$ cat config.mk
export PLATFORM = sky130hd
export DESIGN_NAME = mem_port_arbiter
export DESIGN_NICKNAME = d
export VERILOG_FILES = /design/src/rtl/mem_port_arbiter.sv
export SDC_FILE = /design/constraint.sdc
export NUM_CORES = 1
export LEC_CHECK = 0
export CORE_AREA = 10 10 201 203
export CTS_CLUSTER_DIAMETER = 100
export DETAILED_ROUTE_END_ITERATION = 16
export DIE_AREA = 0 0 211 213
export HOLD_SLACK_MARGIN = 0.02
export PLACE_DENSITY_LB_ADDON = 0.05
export SLEW_MARGIN = 20
export SYNTH_ARGS = -nofsm -noshare
export SYNTH_HDL_FRONTEND = slang
export SYNTH_SLANG_ARGS = --single-unit
$ cat constraint.sdc
create_clock -name clk -period 17.4 [get_ports clk]
set_input_delay 1.74 -clock clk [delete_from_list [all_inputs] [get_ports clk]]
set_output_delay 1.74 -clock clk [all_outputs]
set_load 0.01 [all_outputs]
$ cat src/rtl/mem_port_arbiter.sv
// mem_port_arbiter
// Shares the single-port unified memory between the instruction-fetch
// requester and the load/store requester. One transaction is in flight at a
// time: arbitrate in IDLE, strobe the memory in ISSUE, wait MEM_LATENCY
// cycles for read data, then return data/completion in RESP.
//
// Build option: define MEM_ARB_RR_EN for round-robin arbitration between the
// two requesters. Left undefined, load/store has fixed priority over fetch.
//
// state   | meaning
// --------+---------------------------------------------------------------
// IDLE    | no access in flight; sample requests, latch winner's operands
// ISSUE   | mem_en strobe, winner's ack pulse, latency counter loaded
// WAIT    | count down the memory latency, capture read data on last cycle
// RESP    | winner's valid pulse; rdata register holds the captured word
module mem_port_arbiter #(
   parameter int ADDR_WIDTH  = 64,
   parameter int DATA_WIDTH  = 64,   // multiple of 8
   parameter int MEM_LATENCY = 1     // legal range 1..15
) (
   input  logic                    clk,
   input  logic                    reset,

   input  logic                    if_req,
   input  logic [ADDR_WIDTH-1:0]   if_addr,
   output logic                    if_ack,
   output logic                    if_valid,
   output logic [DATA_WIDTH-1:0]   if_rdata,

   input  logic                    ls_req,
   input  logic                    ls_write,
   input  logic [ADDR_WIDTH-1:0]   ls_addr,
   input  logic [DATA_WIDTH-1:0]   ls_wdata,
   input  logic [DATA_WIDTH/8-1:0] ls_wmask,
   output logic                    ls_ack,
   output logic                    ls_valid,
   output logic [DATA_WIDTH-1:0]   ls_rdata,

   output logic                    mem_en,
   output logic                    mem_we,
   output logic [ADDR_WIDTH-1:0]   mem_addr,
   output logic [DATA_WIDTH-1:0]   mem_wdata,
   output logic [DATA_WIDTH/8-1:0] mem_wmask,
   input  logic [DATA_WIDTH-1:0]   mem_rdata
);

   localparam int          MASK_WIDTH = DATA_WIDTH / 8;
   localparam logic [3:0]  LAT_LOAD   = 4'(MEM_LATENCY);

   typedef enum logic [1:0] {
      ST_IDLE  = 2'd0,
      ST_ISSUE = 2'd1,
      ST_WAIT  = 2'd2,
      ST_RESP  = 2'd3
   } state_t;

   state_t     state;
   state_t     state_nxt;
   logic [3:0] lat_cnt;
   logic [3:0] lat_cnt_nxt;
   logic       capture;

   // gnt_ls: 1 = load/store owns the current (or most recent) grant, 0 = fetch
   logic       gnt_ls;
   logic       wr_q;
   logic       any_req;
   logic       win_ls;
   logic       take_req;

   assign any_req  = if_req | ls_req;
   assign take_req = (state == ST_IDLE) & any_req;

   // Arbitration decision, evaluated only when a grant is taken in IDLE
   always_comb begin
`ifdef MEM_ARB_RR_EN
      // Both pending: hand the port to whoever did not get the last grant.
      if (if_req && ls_req) begin
         win_ls = ~gnt_ls;
      end else begin
         win_ls = ls_req;
      end
`else
      // Load/store first so the instruction already in progress completes.
      win_ls = ls_req;
`endif
   end

   // State and latency counter registers
   always_ff @(posedge clk or posedge reset) begin
      if (reset) begin
         state   <= ST_IDLE;
         lat_cnt <= 4'd0;
      end else begin
         state   <= state_nxt;
         lat_cnt <= lat_cnt_nxt;
      end
   end

   // Next-state, counter update and read-data capture strobe
   always_comb begin
      state_nxt   = state;
      lat_cnt_nxt = lat_cnt;
      capture     = 1'b0;
      case (state)
         ST_IDLE: begin
            if (any_req) begin
               state_nxt = ST_ISSUE;
            end
         end
         ST_ISSUE: begin
            lat_cnt_nxt = LAT_LOAD;
            state_nxt   = ST_WAIT;
         end
         ST_WAIT: begin
            lat_cnt_nxt = lat_cnt - 4'd1;
            // Count of 1 marks the cycle in which the memory drives rdata.
            if (lat_cnt == 4'd1) begin
               capture   = 1'b1;
               state_nxt = ST_RESP;
            end
         end
         ST_RESP: begin
            state_nxt = ST_IDLE;
         end
         default: begin
            state_nxt = ST_IDLE;
         end
      endcase
   end

   // Strobe decode from the registered state and grant
   always_comb begin
      mem_en   = 1'b0;
      mem_we   = 1'b0;
      if_ack   = 1'b0;
      ls_ack   = 1'b0;
      if_valid = 1'b0;
      ls_valid = 1'b0;
      case (state)
         ST_ISSUE: begin
            mem_en = 1'b1;
            mem_we = wr_q;
            if_ack = ~gnt_ls;
            ls_ack = gnt_ls;
         end
         ST_RESP: begin
            if_valid = ~gnt_ls;
            ls_valid = gnt_ls;
         end
         default: begin
         end
      endcase
   end

   // Grant record and winner's operands, latched when leaving IDLE
   always_ff @(posedge clk or posedge reset) begin
      if (reset) begin
         gnt_ls    <= 1'b0;
         wr_q      <= 1'b0;
         mem_addr  <= '0;
         mem_wdata <= '0;
         mem_wmask <= '0;
      end else if (take_req) begin
         gnt_ls <= win_ls;
         if (win_ls) begin
            wr_q      <= ls_write;
            mem_addr  <= ls_addr;
            mem_wdata <= ls_wdata;
            // Byte enables are meaningless on a read; keep them at zero.
            mem_wmask <= ls_write ? ls_wmask : {MASK_WIDTH{1'b0}};
         end else begin
            // Fetch carries no write data; mem_wdata keeps its last value.
            wr_q      <= 1'b0;
            mem_addr  <= if_addr;
            mem_wmask <= {MASK_WIDTH{1'b0}};
         end
      end
   end

   // Read data capture into the winner's rdata register; stores leave it alone
   always_ff @(posedge clk or posedge reset) begin
      if (reset) begin
         if_rdata <= '0;
         ls_rdata <= '0;
      end else if (capture && !wr_q) begin
         if (gnt_ls) begin
            ls_rdata <= mem_rdata;
         end else begin
            if_rdata <= mem_rdata;
         end
      end
   end

endmodule

# ---- After elaboration in Yosys (flattened, before gate mapping)
# Index checks and enable logic that the tools add are counted.
dict set report totals {
  inputBits 269
  register_bits 272
  output_inout_bits 270
}
dict set report classes {
  muxes 16
  eq_ne 6
  bitwise 3
  reduce_logical 8
  add_sub_neg 1
}
# cell n
set ops {}
lappend ops {{$mux 64} 1}
lappend ops {{$mux 8} 2}
lappend ops {{$mux 1} 9}
lappend ops {{$pmux 2 s4} 1}
lappend ops {{$pmux 4 s2} 1}
lappend ops {{$reduce_and 2->1} 4}
lappend ops {{$eq 2x2->1 const B} 2}
lappend ops {{$eq 4x1->1 const B} 1}
lappend ops {{$mux 2} 2}
lappend ops {{$ne 2x2->1 const B} 2}
lappend ops {{$sub 4x1->4 const B} 1}
lappend ops {{$eq 2x1->1 const B} 1}
lappend ops {{$logic_not 2->1} 1}
lappend ops {{$reduce_bool 2->1} 1}
lappend ops {{$and 1x1->1} 1}
lappend ops {{$logic_and 1x1->1} 1}
lappend ops {{$logic_not 1->1} 1}
lappend ops {{$not 1->1} 1}
lappend ops {{$or 1x1->1} 1}

# ---- Longest topological paths before layout
# Gate-level depths: netlist of the first run.
dict set report logic_depth {
  word_depth 5
  ltp_mapped 8
}

# ---- Least setup slack after synthesis of the first run
# Ideal clock, no wire load.
dict set report synth_path {
  path_type {input to register}
  start {input ls_req}
  end {register mem_addr[0]}
  setup_ns 0.083
  cell_stages 6
  required_time_ns 17.317
  arrival_ns 2.955
  slack_ns 14.363
  n_path_buf 3
  path_cell_list {o21ai_0 clkbuf_1 clkbuf_1 clkbuf_1 nand2_1 o21ai_0}
}
dict set report synth_between {
  elab_chain_cells 2
  word_cells_on_any_way 3
}
# element line
set synth_lines {}
lappend synth_lines {{from (decl)} 30} ;# input logic ls_req,
lappend synth_lines {{$or 1x1->1} 70} ;# assign any_req = if_req | ls_req;
lappend synth_lines {{$and 1x1->1} 71} ;# assign take_req = (state == ST_IDLE) & any_req;
lappend synth_lines {{to (signal assigned)} 167} ;# mem_addr <= ls_addr;
lappend synth_lines {{to (signal assigned)} 174} ;# mem_addr <= if_addr;
lappend synth_lines {{to (decl)} 41} ;# output logic [ADDR_WIDTH-1:0] mem_addr,
# Parallel ways exist; a longest one is shown, timed or not.
# A chain may end at the register's enable or synchronous reset.

# ---- Worst setup path in the final report of the first run
dict set report layout_path {
  start {register state[1]}
  end {output mem_we}
}
dict set report layout_between {
  elab_chain_cells 2
}
# element line
set layout_lines {}
lappend layout_lines {{from (decl)} 57} ;# state_t state;
lappend layout_lines {{from (signal assigned)} 94} ;# state <= state_nxt;
lappend layout_lines {{$eq 2x1->1} 139} ;# case (state)
lappend layout_lines {{$mux 1} 139}
lappend layout_lines {{to (decl)} 40} ;# output logic mem_we,
# Every way passes these cells.

==> flow_metrics.tcl, run 1 <==
set metrics [dict create \
    syn_avg_cell_area_sq_um 14.7 \
    clk-insertion-delay-late_ps 560 \
    slew_headroom_pct 36.6 \
    grt_use_met1_pct 19.2 \
    timing.fmax_ghz 0.262 \
    yosysWarnings 0 \
    dr.pass1.iters 4 \
    place.port_buffers 538 \
    cp_slowest_cell "clkdlybuf4s50_1" \
    crit_fanout 4 \
    syn_area_sq_mm 0.0111 \
    ir_drop_uv 66.3 \
    dp_hpwl_mm 32.3 \
    end_kind "output pin" \
    synth_top_area_share_pct 61.5 \
    hold_path_class "register to register" \
    slew_viol_final 0 \
    crit_family "buffers and inverters" \
    place.gp.congestion 0.773 \
    die_w_microns 211 \
    crit_buf_inv 2 \
    cts_buffer_depth 3 \
    finalSetupTns_ps 0 \
    grt-ovfl-total 0 \
    skew_ps 18.0 \
    yosys.area.top_type "dfrtp_1" \
    ys_types 30 \
    synthesis.nets 1029 \
    synth_cells 753 \
    grt_first_pass_wirelength_mm 59.3 \
    setup_viol 0 \
    top_usage_layer "met2" \
    tightest_slew_ps 951 \
    status "finished clean" \
    die_area_sq_mm 0.0449 \
    num_vias 7950 \
    cts.sinks 272 \
    synth-seq-area-share_pct 61.5 \
    cts-buffers-inserted 31 \
    crit_chain "inv_1 > ha_1 > and2_1 > clkdlybuf4s50_1" \
    rsz0062_at_grt "false" \
    crit_path_max_incr_delay_ps 640 \
    cts.root.buffer_cell "clkbuf_16" \
    globalRouteTotalUtil_pct 17.7 \
    drt_iter0_drc 295 \
    grtUsageMet3_pct 7.64 \
    path_class "register to output pin" \
    cts_tree "built" \
    fin_ws_ps 13580 \
    cellLeakagePower_nw 7.84 \
    die_h_microns 213 \
    cp-start-kind "register" \
    power-per-cell-area_mw_per_mm2 188 \
    vias_per_cell 4.47 \
    use_met2_pct 31.0 \
    antenna_found_initial 7 \
    h-tree-depth 1 \
    grt_max_degree 158 \
    area_growth_pct 62.0 \
    final_hold_viol_count 0 \
    wirelength_mm 41.3 \
    drv_cap 0 \
    ys_ff_latch 272 \
    postRouteAntennaNets 0 \
    final_nets 1562 \
    post-place-ws_ps 13130 \
    ios 539 \
    drive_gt1_share_pct 19.8 \
    grt_pass1_vias 8632 \
    drcViolationCount 0 \
    num_rows 70 \
    cts_hold_buf 0 \
    cts_setup_buffers 0 \
    min_period_over_period_pct 21.9 \
    start_util_pct 30.5 \
    cp_data_arrival_time_ps 2080 \
    min_period_ps 3820 \
    critPathRequiredTime_ps 15660 \
    core_area_sq_mm 0.0363 \
    postCtsResizedCells 0 \
    mostFrequentLayoutCell "clkdlybuf4s50_1" \
    final_cell_mix "clkdlybuf4s50_1, dfrtp_1, mux2_2, nand2_1, o21ai_0" \
    clkTransAtPathRegs_ps 60 \
    fillCellCount 3283 \
    avgRoutedWirePerCell_microns 23.2 \
    synthTopCellsByArea "dfrtp_1, mux2_2, mux2_4, mux2i_1, o21ai_0" \
]
worst min-delay path: stages (launching register included):
cell,delay [ps]
dfrtp_1,340
nand2_1,40
o21ai_0,60
cell type report:
class | instances | area [sq um] | share of cell area [%]
flip-flops and latches | 272 | 6810 | 38.0
well taps | 468 | 586 | 3.27
inverters | 7 | 33.8 | 0.188
multi-input cells | 429 | 3970 | 22.2
repair buffers | 545 | 5470 | 30.5
diodes | 2 | 5.00 | 0.0279
clock inverters | 12 | 138 | 0.768
clock buffers | 45 | 918 | 5.12
final timing paths:
kind	from	to	depth (start not counted)	slack [ps]
hold / removal	mem_addr[45]	mem_addr[45]	2	480
max in group asynchronous	reset	mem_addr[35]	3	14240
min in group asynchronous	reset	mem_wdata[9]	2	1700
setup reg to reg	lat_cnt[1]	if_rdata[45]	6	14590
setup / recovery	state[1]	mem_we	4	13580
hold reg to reg	mem_addr[45]	mem_addr[45]	2	480
power by group:
part	internal [mW]	leakage, nW	switching (mW)	total (mW)
logic	0.930	4.05	0.648	1.58
clock network	0.407	0.526	0.262	0.670
registers	0.955	3.27	0.170	1.12
total	2.29	7.84	1.08	3.37
synthesized netlist by cell type:
master       n
mux2_2     133
dfrtp_1    272
o21a_1       1
buf_12       6
nor3b_1      1
a22o_1       8
inv_1        7
and3_1       1
nand2_1     68
or3_1        1
ha_1         7
or3b_4       1
buf_2        8
o21ai_0     67
buf_6        1
or4b_1       1
nand3_1      3
a21o_1       1
clkbuf_1    23
o2bb2ai_1    1
and2_1       3
o221ai_1     1
mux2_4      60
a21oi_1      1
o32a_1       1
buf_1        7
nor3_2       1
nor2b_1      2
nand3b_1     2
mux2i_1     64
state kept, by name (all words and copies together) (netlist names):
register / flops
gnt_ls: 1
if_rdata: 64
lat_cnt: 4
ls_rdata: 64
mem_addr: 64
mem_wdata: 64
mem_wmask: 8
state: 2
wr_q: 1
per-stage QoR:
step / instances / total power, mW / utilization [%] / cell area (sq um) / hold WS (ps)
2_1_floorplan: 753 / 1.82 / - / 11100 / 501
4_1_cts: 1777 / 3.43 / 49.3 / 17900 / 483
3_5_place_dp: 1720 / 2.74 / 46.4 / 16800 / 470
3_3_place_gp: 1720 / 2.73 / 46.4 / 16800 / 460
6_report: 1780 / 3.37 / 49.4 / 17900 / 476
5_1_grt: 1778 / 3.58 / 49.4 / 17900 / 512
cell families after synthesis:
kind of cell    after synthesis  synth area share [%]
simple gates                 84                  3.32
fa+ha+maj                     7                 0.792
compound gates               81                  4.09
mux                         257                  27.5
flops                       272                  61.5
buf+inv                      52                  2.80
routing by layer:
| layer | vias up | wire [microns] |
|---|---|---|
| met4 | 12 | 797 |
| li1 | 3704 | - |
| met2 | 307 | 20900 |
| met3 | 61 | 4200 |
| met5 | - | 82 |
| met1 | 3866 | 15400 |
Power figures use the tool's default switching activity.
==> run 2: changes to the inputs <==
--- a/config.mk
+++ b/config.mk
@@ -5,10 +5,10 @@
 export SDC_FILE = /design/constraint.sdc
 export NUM_CORES = 1
 export LEC_CHECK = 0
-export CORE_AREA = 10 10 201 203
+export CORE_AREA = 10 10 202 204
 export CTS_CLUSTER_DIAMETER = 100
 export DETAILED_ROUTE_END_ITERATION = 16
-export DIE_AREA = 0 0 211 213
+export DIE_AREA = 0 0 212 214
 export HOLD_SLACK_MARGIN = 0.02
 export PLACE_DENSITY_LB_ADDON = 0.05
 export SLEW_MARGIN = 20
==> constraint.sdc (replaced) <==
create_clock -name clk -period 3.95 [get_ports clk]
set_input_delay 0.395 -clock clk [delete_from_list [all_inputs] [get_ports clk]]
set_output_delay 0.395 -clock clk [all_outputs]
set_load 0.01 [all_outputs]
==> run 2 against run 1 <==
Worst hold slack worse by 110 ps. Register-to-register slack worse by 13000 ps. Cell count is 0.79% higher. First-iteration DRC count is 8.5% higher. Largest cell class unchanged. Highest routed layer unchanged. Sequential power grew to 4.4 times the previous value. Largest power group unchanged. Critical endpoint is now if_rdata[13]. Clock skew is 4.6 ps lower.
==> flow_metrics.tcl, run 2 (same netlist as run 1, synthesis figures left out) <==
set metrics [dict create \
    status "finished clean" \
    wirelength_mm 42.2 \
    end_kind "register" \
    final_nets 1570 \
    cts_hold_buf 0 \
    postCtsResizedCells 0 \
    crit_chain "inv_1 > ha_1 > or3b_4 > or4b_4 > buf_4 > mux2_4" \
    reg2regPathDepth 6 \
    cp-start-kind "register" \
    cp_data_arrival_time_ps 2930 \
    start_util_pct 29.9 \
    ff_latch_area_sq_mm 0.00681 \
    drive_gt1_share_pct 19.7 \
    antenna_found_initial 7 \
    setup_viol 0 \
    slew_headroom_pct 49.1 \
    ir_drop_uv 439 \
    timing.hold.ws_ps 369 \
    num_rows 71 \
    die_w_microns 212 \
    dr.pass1.iters 4 \
    finalSetupTns_ps 0 \
    cts_setup_buffers 0 \
    place.port_buffers 538 \
    cts_tree "built" \
    cts_buffer_depth 3 \
    cp_slowest_cell "or4b_4" \
    timing.fmax_ghz 0.397 \
    fillCellCount 3304 \
    globalRouteTotalUtil_pct 18.2 \
    ios 539 \
    grt_first_pass_wirelength_mm 61.4 \
    clkTransAtPathRegs_ps 50 \
    min_period_over_period_pct 63.7 \
    r2r-start "lat_cnt[1]" \
    timing.rr.end "if_rdata[13]" \
    avgRoutedWirePerCell_microns 23.5 \
    fin_ws_ps 1430 \
    grt_pass1_vias 8773 \
    vias_per_cell 4.45 \
    mostFrequentLayoutCell "clkdlybuf4s50_1" \
    multi_input_area_sq_mm 0.00397 \
    drv_cap 0 \
    power-per-cell-area_mw_per_mm2 829 \
    grt-ovfl-total 0 \
    slew_viol_final 0 \
    drcViolationCount 0 \
    grt_use_met1_pct 18.8 \
    cellLeakagePower_nw 7.88 \
    area_growth_pct 63.0 \
    critPathRequiredTime_ps 4360 \
    die_area_sq_mm 0.0454 \
    cts.sinks 272 \
    cts-buffers-inserted 35 \
    grt_max_degree 139 \
    rsz0062_at_grt "false" \
    crit_fanout 28 \
    dp_hpwl_mm 32.8 \
    clk-insertion-delay-late_ps 530 \
    core_area_sq_mm 0.0370 \
    die_h_microns 214 \
    final_hold_viol_count 0 \
    skew_ps 13.4 \
    hold_path_class "input pin to asynchronous set/reset pin" \
    tightest_slew_ps 763 \
    grtUsageMet3_pct 9.56 \
    postRouteAntennaNets 0 \
    min_period_ps 2520 \
    crit_path_max_incr_delay_ps 660 \
    final_cell_mix "clkdlybuf4s50_1, dfrtp_1, mux2_2, nand2_1, o21ai_0" \
    top_usage_layer "met2" \
    place.gp.congestion 0.754 \
    h-tree-depth 2 \
    use_met2_pct 31.1 \
    cts.root.buffer_cell "clkbuf_16" \
    drt_iter0_drc 320 \
    path_class "register to register" \
    num_vias 7978 \
    reg2reg_slack_ps 1430 \
    post-place-ws_ps 1430 \
]
==> run 2: cell count changes in the layout (fill, tap and decap cells not counted) <==
cell | before | now
inv_8 | 1 | 0
clkbuf_16 | 31 | 37
clkbuf_1 | 5 | 11
inv_6 | 0 | 1
buf_4 | 6 | 8
buf_12 | 1 | 4
diode_2 | 2 | 3
bufinv_16 | 3 | 0
buf_16 | 1 | 0
clkinv_2 | 8 | 2
==> run 2: power by group <==
| part | internal [mW] | leakage (nW) | switching (mW) | total (mW) |
|---|---|---|---|---|
| Combinational | 4.09 | 4.07 | 2.82 | 6.91 |
| Clock | 1.88 | 0.546 | 1.20 | 3.08 |
| Sequential | 4.21 | 3.27 | 0.751 | 4.96 |
==> run 2: per-stage QoR <==
stage / area (sq um) / power, mW / instances / utilization [%]
3_3_place_gp: 16900 / 12.0 / 1731 / 45.7
2_1_floorplan: 11100 / 8.01 / 753 / -
6_report: 18000 / 14.9 / 1794 / 48.7
5_1_grt: 18000 / 15.9 / 1792 / 48.7
3_5_place_dp: 16900 / 12.0 / 1731 / 45.7
4_1_cts: 18000 / 15.2 / 1791 / 48.7
==> run 2: worst max-delay path by stage <==
stage | from | to | slack, ps | cells after the start
after floorplan | reset | gnt_ls | -40 | 1
after CTS | lat_cnt[1] | if_rdata[13] | 1410 | 6
after global routing | lat_cnt[1] | if_rdata[16] | 1310 | 6
final | lat_cnt[1] | if_rdata[13] | 1430 | 6
after detailed placement | lat_cnt[1] | if_rdata[16] | 1430 | 6
after global placement | lat_cnt[1] | if_rdata[6] | 1440 | 6
==> run 2: final cells by class <==
cell class	instances	area share, %
clock inverters	3	0.104
clock buffers	57	6.05
inverters	7	0.167
flip-flops and latches	272	37.7
diodes	3	0.0416
well taps	474	3.29
repair buffers	549	30.6
multi-input cells	429	22.0
==> run 2: layer usage <==
layer  vias to the layer above  wire, microns
met5                         -             53
met3                        63           5030
met1                      3855          15000
met4                        10           1040
met2                       322          21100
li1                       3728              -
==> run 2: critical path, delay by kind of cell (launching register included) <==
kind	cells	cell delay, ps
adders and majority gates	1	140
buffers and inverters	2	450
DFF	1	370
muxes	1	360
and+or+nand+nor	2	1060
==> run 3: changes to the inputs <==
==> constraint.sdc (replaced) <==
create_clock -name clk -period 2.6 [get_ports clk]
set_input_delay 0.26 -clock clk [delete_from_list [all_inputs] [get_ports clk]]
set_output_delay 0.26 -clock clk [all_outputs]
set_load 0.01 [all_outputs]
==> run 3 against run 2 <==
Flip-flop and latch count unchanged. Combinational power up 53%. Highest routed layer unchanged. Global-route usage shrank 0.18 points. Clock-buffer cell count decreased by 9. Clock power rose by 47%. Critical path type unchanged.
==> flow_metrics.tcl, run 3 (same netlist as run 1, synthesis figures left out) <==
set metrics [dict create \
    status "finished clean" \
    cp_slowest_cell "or4b_4" \
    end_kind "register" \
    die_h_microns 214 \
    avgRoutedWirePerCell_microns 23.3 \
    fin_ws_ps 267 \
    place.port_buffers 538 \
    crit_path_max_incr_delay_ps 510 \
    cts.sinks 272 \
    post-place-ws_ps 313 \
    path_class "register to register" \
    cellLeakagePower_nw 7.94 \
    cts-buffers-inserted 35 \
    h-tree-depth 2 \
    die_w_microns 212 \
    slew_viol_final 0 \
    cts_setup_buffers 0 \
    ir_drop_uv 592 \
    final_hold_viol_count 0 \
    grt_pass1_vias 8815 \
    crit_chain "inv_1 > ha_1 > or3b_4 > or4b_4 > buf_12 > mux2_4" \
    tightest_slew_ps 578 \
    clkTransAtPathRegs_ps 60 \
    postRouteAntennaNets 0 \
    p_sw_mw 7.23 \
    mostFrequentLayoutCell "clkdlybuf4s50_1" \
    grt-ovfl-total 0 \
    min_period_ps 2330 \
    core_area_sq_mm 0.0370 \
    postCtsResizedCells 0 \
    cts_hold_buf 0 \
    slew_headroom_pct 61.4 \
    drive_gt1_share_pct 20.4 \
    grt_first_pass_wirelength_mm 61.2 \
    min_period_over_period_pct 89.7 \
    die_area_sq_mm 0.0454 \
    cts_buffer_depth 3 \
    finalSetupTns_ps 0 \
    crit_fanout 64 \
    setup_viol 0 \
    seqPwrFrac_pct 33.4 \
    rsz0062_at_grt "false" \
    p_clk_share_pct 20.0 \
    critPathRequiredTime_ps 2990 \
    ios 539 \
    wirelength_mm 41.9 \
    area_growth_pct 64.0 \
    num_vias 8048 \
    cts_tree "built" \
    hold_path_class "input pin to asynchronous set/reset pin" \
    switching_share_pct 31.9 \
    combPwrFrac_pct 46.6 \
    final_cell_mix "clkdlybuf4s50_1, dfrtp_1, mux2_2, nand2_1, o21ai_0" \
    place.gp.congestion 0.762 \
    skew_ps 23.5 \
    internal-power_mw 15.4 \
    drcViolationCount 0 \
    drv_cap 0 \
    antenna_found_initial 9 \
    num_rows 71 \
    clk-insertion-delay-late_ps 510 \
    dp_hpwl_mm 32.9 \
    dr.pass1.iters 4 \
    cp-start-kind "register" \
    power-per-cell-area_mw_per_mm2 1250 \
    globalRouteTotalUtil_pct 18.1 \
    final_nets 1575 \
    drt_iter0_drc 216 \
    vias_per_cell 4.46 \
    grt_max_degree 106 \
    timing.fmax_ghz 0.429 \
    start_util_pct 29.9 \
    cp_data_arrival_time_ps 2720 \
    cts.root.buffer_cell "clkbuf_16" \
]
[run 3: cell count changes in the layout (fill, tap and decap cells not counted), moves of 2 or more]
cell,change
clkbuf_8,-3
diode_2,+5
clkinv_2,+8
buf_4,-2
buf_12,+7
clkbuf_1,-6
[run 3: critical path, delay by kind of cell (launching register included)]
family,cells,cell delay (ps)
flops,1,370
mux,1,380
buf+inv,2,330
fa+ha+maj,1,130
simple gates,2,910
[run 3: final timing paths]
path | start | endpoint | slack (ps) | cells after the start
min in group clk | ls_req | mem_addr[43] | 290 | 3
max in group asynchronous | reset | mem_wdata[22] | 1720 | 3
max | lat_cnt[1] | if_rdata[10] | 270 | 6
max reg2reg | lat_cnt[1] | if_rdata[10] | 270 | 6
min | reset | mem_wdata[57] | 130 | 2
min reg2reg | mem_addr[63] | mem_addr[63] | 480 | 2
[run 3: layer usage]
| metal | up-vias | track usage [%] | share of wire, % |
|---|---|---|---|
| li1 | 3747 | - | - |
| met1 | 3911 | 18.9 | 36 |
| met2 | 332 | 30.7 | 50 |
| met3 | 52 | 9.27 | 11 |
| met4 | 6 | 5.63 | 2.1 |
| met5 | - | 0 | 0.11 |
[run 3: power groups by stage]
stage / Clock, mW / Sequential, mW / Combinational, mW
after floorplan: 0 / 8.48 / 3.70
after global placement: 0 / 7.55 / 10.7
after detailed placement: 0 / 7.57 / 10.8
after CTS: 4.72 / 7.56 / 10.8
after global routing: 4.91 / 7.84 / 11.3
final: 4.53 / 7.55 / 10.6
[run 3: final cells by class]
class	instances	area (sq um)
multi-input cells	429	3970
well taps	474	593
clock inverters	11	57.6
fillers	3322	18900
repair buffers	554	5640
clock buffers	48	1030
flip-flops and latches	272	6810
inverters	7	30.0
diodes	8	20.0
[run 3: per-stage QoR]
step	cells	instance area, sq um	utilization (%)	hold slack (ps)	power [mW]
floorplan	753	11100	-	393	12.2
global placement	1736	17000	46.0	462	18.3
detailed placement	1736	17000	46.0	469	18.4
CTS	1795	18100	48.9	111	23.1
global route	1799	18100	49.0	134	24.0
finish	1803	18100	49.0	135	22.6
